--- src/rtl/controlador_de_bus.sv ---
// -----------------------------------------------------------------------------
// controlador_de_bus
//   Runs one memory bus cycle for each request from the control unit. It holds
//   the output-select code stable through the setup, strobe and hold phases. It
//   waits for the memory ack for a limited number of cycles, captures load data,
//   and reports completion or a timeout.
//
//   Select / op encoding: 00 idle, 01 load [RY], 10 store Num->[RX],
//                         11 store RX->[RY]
//
// Ports
//   clk            in   system clock, rising edge
//   rst            in   synchronous reset, active high
//   i_req          in   request, looked at only while idle
//   i_op [1:0]     in   op code (00 = no-op, ignored)
//   i_mem_ack      in   memory acknowledge, looked at only while strobing
//   i_datain [7:0] in   memory read data, valid together with i_mem_ack on a load
//   o_sel_salidas  out  select code to the output manager
//   o_mem_strobe   out  memory cycle strobe
//   o_busy         out  high from setup through recover
//   o_done         out  1-cycle pulse at the end of every accepted request
//   o_error        out  1-cycle pulse together with o_done on timeout
//   o_rdata [7:0]  out  last byte that was loaded successfully
//   o_rdata_valid  out  1-cycle pulse together with o_done on a successful load
// -----------------------------------------------------------------------------
module controlador_de_bus #(
    parameter int SETUP_CYC   = 1,   // select-to-strobe cycles, >= 1
    parameter int TIMEOUT_CYC = 15,  // strobe cycles allowed for ack, 0 = wait forever
    parameter int CNT_W       = 4
) (
    input  logic       clk,
    input  logic       rst,
    input  logic       i_req,
    input  logic [1:0] i_op,
    input  logic       i_mem_ack,
    input  logic [7:0] i_datain,
    output logic [1:0] o_sel_salidas,
    output logic       o_mem_strobe,
    output logic       o_busy,
    output logic       o_done,
    output logic       o_error,
    output logic [7:0] o_rdata,
    output logic       o_rdata_valid
);

    typedef enum logic [1:0] {
        ST_IDLE    = 2'd0,
        ST_SETUP   = 2'd1,
        ST_STROBE  = 2'd2,
        ST_RECOVER = 2'd3
    } state_t;

    localparam logic [1:0] OP_LOAD = 2'b01;

    // Counter values seen in the final cycle of each timed phase.
    localparam logic [CNT_W-1:0] SETUP_LAST   = CNT_W'(SETUP_CYC - 1);
    localparam logic [CNT_W-1:0] TIMEOUT_LAST = CNT_W'((TIMEOUT_CYC == 0) ? 0 : TIMEOUT_CYC - 1);
    localparam bit               HAS_TIMEOUT  = (TIMEOUT_CYC != 0);

    state_t           state_reg;
    logic [1:0]       op_reg;
    logic [CNT_W-1:0] cnt_reg;
    logic [1:0]       sel_reg;
    logic             strobe_reg;
    logic             busy_reg;
    logic             done_reg;
    logic             error_reg;
    logic [7:0]       rdata_reg;
    logic             rdata_valid_reg;

    // Every output is registered and is set on the state transition that enters
    // the phase where it applies. This keeps the outputs aligned with the state
    // and removes any combinational path from the inputs.
    always_ff @(posedge clk) begin
        if (rst) begin
            state_reg       <= ST_IDLE;
            op_reg          <= 2'b00;
            cnt_reg         <= '0;
            sel_reg         <= 2'b00;
            strobe_reg      <= 1'b0;
            busy_reg        <= 1'b0;
            done_reg        <= 1'b0;
            error_reg       <= 1'b0;
            rdata_reg       <= 8'h00;
            rdata_valid_reg <= 1'b0;
        end else begin
            case (state_reg)
                ST_IDLE: begin
                    done_reg        <= 1'b0;
                    error_reg       <= 1'b0;
                    rdata_valid_reg <= 1'b0;
                    if (i_req && (i_op != 2'b00)) begin
                        op_reg    <= i_op;
                        sel_reg   <= i_op;
                        busy_reg  <= 1'b1;
                        cnt_reg   <= '0;
                        state_reg <= ST_SETUP;
                    end
                end

                ST_SETUP: begin
                    if (cnt_reg == SETUP_LAST) begin
                        cnt_reg    <= '0;
                        strobe_reg <= 1'b1;
                        state_reg  <= ST_STROBE;
                    end else begin
                        cnt_reg <= cnt_reg + 1'b1;
                    end
                end

                ST_STROBE: begin
                    // If the ack arrives in the last allowed cycle, it wins over the timeout.
                    if (i_mem_ack) begin
                        strobe_reg      <= 1'b0;
                        done_reg        <= 1'b1;
                        error_reg       <= 1'b0;
                        rdata_valid_reg <= (op_reg == OP_LOAD);
                        if (op_reg == OP_LOAD) begin
                            rdata_reg <= i_datain;
                        end
                        state_reg <= ST_RECOVER;
                    end else if (HAS_TIMEOUT && (cnt_reg == TIMEOUT_LAST)) begin
                        strobe_reg      <= 1'b0;
                        done_reg        <= 1'b1;
                        error_reg       <= 1'b1;
                        rdata_valid_reg <= 1'b0;
                        state_reg       <= ST_RECOVER;
                    end else if (HAS_TIMEOUT) begin
                        cnt_reg <= cnt_reg + 1'b1;
                    end
                end

                ST_RECOVER: begin
                    // Select stays valid through this hold cycle and is released afterwards.
                    done_reg        <= 1'b0;
                    error_reg       <= 1'b0;
                    rdata_valid_reg <= 1'b0;
                    sel_reg         <= 2'b00;
                    busy_reg        <= 1'b0;
                    cnt_reg         <= '0;
                    state_reg       <= ST_IDLE;
                end

                default: begin
                    state_reg <= ST_IDLE;
                end
            endcase
        end
    end

    assign o_sel_salidas = sel_reg;
    assign o_mem_strobe  = strobe_reg;
    assign o_busy        = busy_reg;
    assign o_done        = done_reg;
    assign o_error       = error_reg;
    assign o_rdata       = rdata_reg;
    assign o_rdata_valid = rdata_valid_reg;

endmodule

--- config.mk ---
export PLATFORM = sky130hd
export DESIGN_NAME = controlador_de_bus
export DESIGN_NICKNAME = d
export VERILOG_FILES = /design/src/rtl/controlador_de_bus.sv
export SDC_FILE = /design/constraint.sdc
export NUM_CORES = 1
export LEC_CHECK = 0
export CAP_MARGIN = 20
export CORE_UTILIZATION = 47
export CTS_CLUSTER_DIAMETER = 40
export DETAILED_ROUTE_END_ITERATION = 16
export GPL_TIMING_DRIVEN = 0
export PLACE_DENSITY_LB_ADDON = 0.08
export SETUP_SLACK_MARGIN = 0.2
export SYNTH_ARGS = -nofsm -noshare
export SYNTH_HDL_FRONTEND = slang
export SYNTH_SLANG_ARGS = --single-unit
--- constraint.sdc ---
create_clock -name clk -period 2.1 [get_ports clk]
set_clock_uncertainty 0.15 [all_clocks]
set_input_delay 0.315 -clock clk [delete_from_list [all_inputs] [get_ports clk]]
set_output_delay 0.315 -clock clk [all_outputs]
set_load 0.05 [all_outputs]
==> metrics.md <==
| Metric | Value |
|---|---|
| Internal power of the cells | `830 µW` |
| Synthesized instance count | `133` |
| Arrival time of the worst setup path | `1.85 ns` |
| GR met3 Demand/Resource | `2.68%` |
| TritonCTS clock tree | `done` |
| Crit path launch type | `flop` |
| Estimated wirelength of the detail-placed design | `1760 µm` |
| Number of slew-limit violations in the final report | `0` |
| CTS H-Tree Depth | `1` |
| Peak clock frequency supported by timing | `554 MHz` |
| # rows | `17` |
| Antenna violation net count after detailed routing | `0` |
| Die extent in x | `51.1 µm` |
| Number of endpoints failing setup at the final stage | `0` |
| Vias post-DR | `1012` |
| Run status | `finished, final reports clean` |
| Min-Delay Path Class | `input pin to flop` |
| Share of power burned in registers | `37.5%` |
| Post-synth net total | `155` |
| Normalized max-slew margin | `65.6%` |
| Final core area utilization | `roughly 65%` |
| Top area cells in the synthesized netlist | `sky130_fd_sc_hd__dfxtp_1, sky130_fd_sc_hd__ha_1, sky130_fd_sc_hd__nand2_1` |
| Number of buffers on the longest clock path | `2` |
| Flip-flop count of the largest register after layout | `8` |
| Hold WS | `roughly 0.084 ns` |
| RSZ-0062 raised after global routing | `true` |
| Ant diodes | `0` |
| Overall track demand over capacity in global routing | `19.8%` |
| Total grt overflow | `0` |
| Netlist area before placement | `0.00113 mm²` |
| Worst hold stages | `2` |
| Clock tree sinks | `23` |
| Synth async-reset ratio | `0%` |
| TritonCTS Buffers | `3` |
| Total Negative Setup Slacks | `0 ns` |
| Wire length of the first global-routing pass | `3860 µm` |
| Leak pwr | `0.000595 µW` |
| Maximum capacitance violations | `0` |
| Most instantiated cells after synthesis | `sky130_fd_sc_hd__dfxtp_1, sky130_fd_sc_hd__nand2_1, sky130_fd_sc_hd__a21oi_1` |
| Met1 track utilization from global routing | `23.3%` |
| Largest fanout of any net on the critical path | `8` |
| Crit Path Category | `flop to flop` |
| Dpl cell area | `0.00144 mm²` |
| Yosys top cell by area | `sky130_fd_sc_hd__dfxtp_1` |
| Vias in the first global route | `939` |
| Worst EP required | `2.15 ns` |
| Post-route clock period utilization | `86.0%` |
| Floorplan die height | `51.1 µm` |
| Total non-filler cell area in the finished layout | `0.00146 mm²` |
| Total of flip-flops plus latches after synthesis | `23` |
| Power density over cell area | `958 mW/mm²` |
| P_sw | `565 µW` |
| CP endpoint kind | `flop` |
| Register-to-Register Path Depth | `7` |
| Starting Density | `50.8%` |
| Final period demand of the worst path | `1.81 ns` |
| Number of nets in the finished design | `187` |
| Clock Latency Late Sink | `0.31 ns` |
| Clock root buffer | `sky130_fd_sc_hd__clkbuf_4` |
| Worst-case vdd ir drop | `0.708 mV` |
| Part of the total power dissipated in the clock network | `14.8%` |
| Average size of a mapped cell | `8.52 µm²` |
| Number of distinct library cells after synthesis | `35` |
| Hold buffers post-CTS | `0` |
| Hold Violations, Final | `0` |
| Most heavily used metal layer in global routing | `met2` |
| Via density per instance | `between 5 and 6` |
| Synth-to-Final Area Change | `28.5%` |
| Die outline area | `around 0.0026 mm²` |
| Power consumption | `1400 µW` |
| First-pass DRT Iterations | `4` |
| Core Region | `about 0.0022 mm²` |
| Count of routing violations after the opening detailed-route iteration | `11` |
| Routed len/inst | `12.1 µm` |
| Total detailed-routing wirelength | `2330 µm` |
| Sw Share | `about two fifths` |
| Layout cells sized above 1 | `11.6%` |
| Number of remaining DRC errors | `0` |
| Combinational power share | `47.7%` |
| Routability cong. | `a little under 0.8` |
| EDFF count, synth | `0` |
| Sequential area share after synthesis | `40.6%` |
| Count of buffers from port buffering | `27` |
| Worst Tran Pin Value | `0.516 ns` |
| Total of warnings raised by yosys | `0` |
| Share of Yosys cell area claimed by the top area cell type | `40.6%` |
| Count of boundary I/O pins | `29` |
| Ys flop type | `sky130_fd_sc_hd__dfxtp_1` |
| Global routing usage on met2 | `35.5%` |
| Clock-pin slew on the worst setup and hold paths | `0.13 ns` |
| Maximum number of pins on one net before global-route repair | `14` |
| Top-count cell post-synth | `sky130_fd_sc_hd__dfxtp_1` |
| Initial antenna violation count | `0` |
==> power groups by stage <==
stage               clock [µW]  sequential, µW  combinational, µW
floorplan                    0             609                438
global placement             0             531                658
detailed placement           0             534                673
CTS                        217             523                659
global route               234             529                738
finish                     206             523                666
==> metrics by stage <==
| stage | setup WS, ns | std cells |
|---|---|---|
| global route | 0.174 | 192 |
| global placement | 0.158 | 188 |
| floorplan | 0.438 | 133 |
| detailed placement | 0.154 | 188 |
| finish | 0.294 | 192 |
| CTS | 0.219 | 192 |
==> cell usage in the layout, fill, tap and decap left out, drive strengths merged, types with 2 or more instances in the layout <==
master         instances
ha                     8
o21ai                  4
dfxtp                 23
nor2                  10
nand3                  7
clkbuf                 7
a31o                   3
a22oi                  3
inv                    8
nand2                 21
o32ai                  2
nand2b                 4
dlygate4sd2           15
or2                    2
nor3                   2
a31oi                  3
nand3b                 2
a21oi                 15
clkdlybuf4s50         12
mux2i                  2
==> cells by family (layout without fill, tap and decap cells) <==
family                   Yosys count  after routing  synth area share, %
adder cells (fa/ha/maj)            8              8                 8.83
flip-flops                        23             23                 40.6
buffers and inverters             13             44                 5.08
multiplexers                       2              2                 1.77
AO/OA/AOI/OAI                     33             33                 20.3
AND/OR/NAND/NOR                   54             54                 23.4
==> layout make-up <==
cell class,instances,area (µm²)
buffer,5,27.5
clock buffer,3,22.5
clock inverter,1,5.00
fill,195,777
inverter,8,30.0
multi-input combinational,97,623
sequential,23,462
tap,28,35.0
timing repair buffer,27,251
==> metal layers <==
layer	vias up	share of wire, %	wire (µm)
met1	467	47	1100
met2	19	48	1130
met3	2	3.4	78
met4	0	0.73	17
li1	524	-	-
met5	-	0	0
==> critical path, stage by stage, from the launching register on <==
cell	delay, ns
sky130_fd_sc_hd__dfxtp_1	0.36
sky130_fd_sc_hd__inv_1	0.11
sky130_fd_sc_hd__ha_2	0.27
sky130_fd_sc_hd__inv_1	0.12
sky130_fd_sc_hd__or2_2	0.30
sky130_fd_sc_hd__clkbuf_1	0.20
sky130_fd_sc_hd__nand2_1	0.12
sky130_fd_sc_hd__a21oi_1	0.07
==> final timing paths <==
kind                             startpoint                        end  slack (ns)
setup / recovery  state_reg[0]$_SDFFE_PP0P_    o_rdata[5]$_SDFFE_PP0P_        0.29
hold / removal                          rst  state_reg[0]$_SDFFE_PP0P_        0.08
setup reg to reg  state_reg[0]$_SDFFE_PP0P_    o_rdata[5]$_SDFFE_PP0P_        0.29
hold reg to reg     o_rdata[3]$_SDFFE_PP0P_    o_rdata[3]$_SDFFE_PP0P_        0.31
==> timing repair <==
item	4_1_cts	5_1_grt
pin swaps	0	1
gates resized for setup	15	4
endpoints found under the setup margin	15	12
setup buffers	0	0
Note: power is estimated with default switching activity, not from simulation.
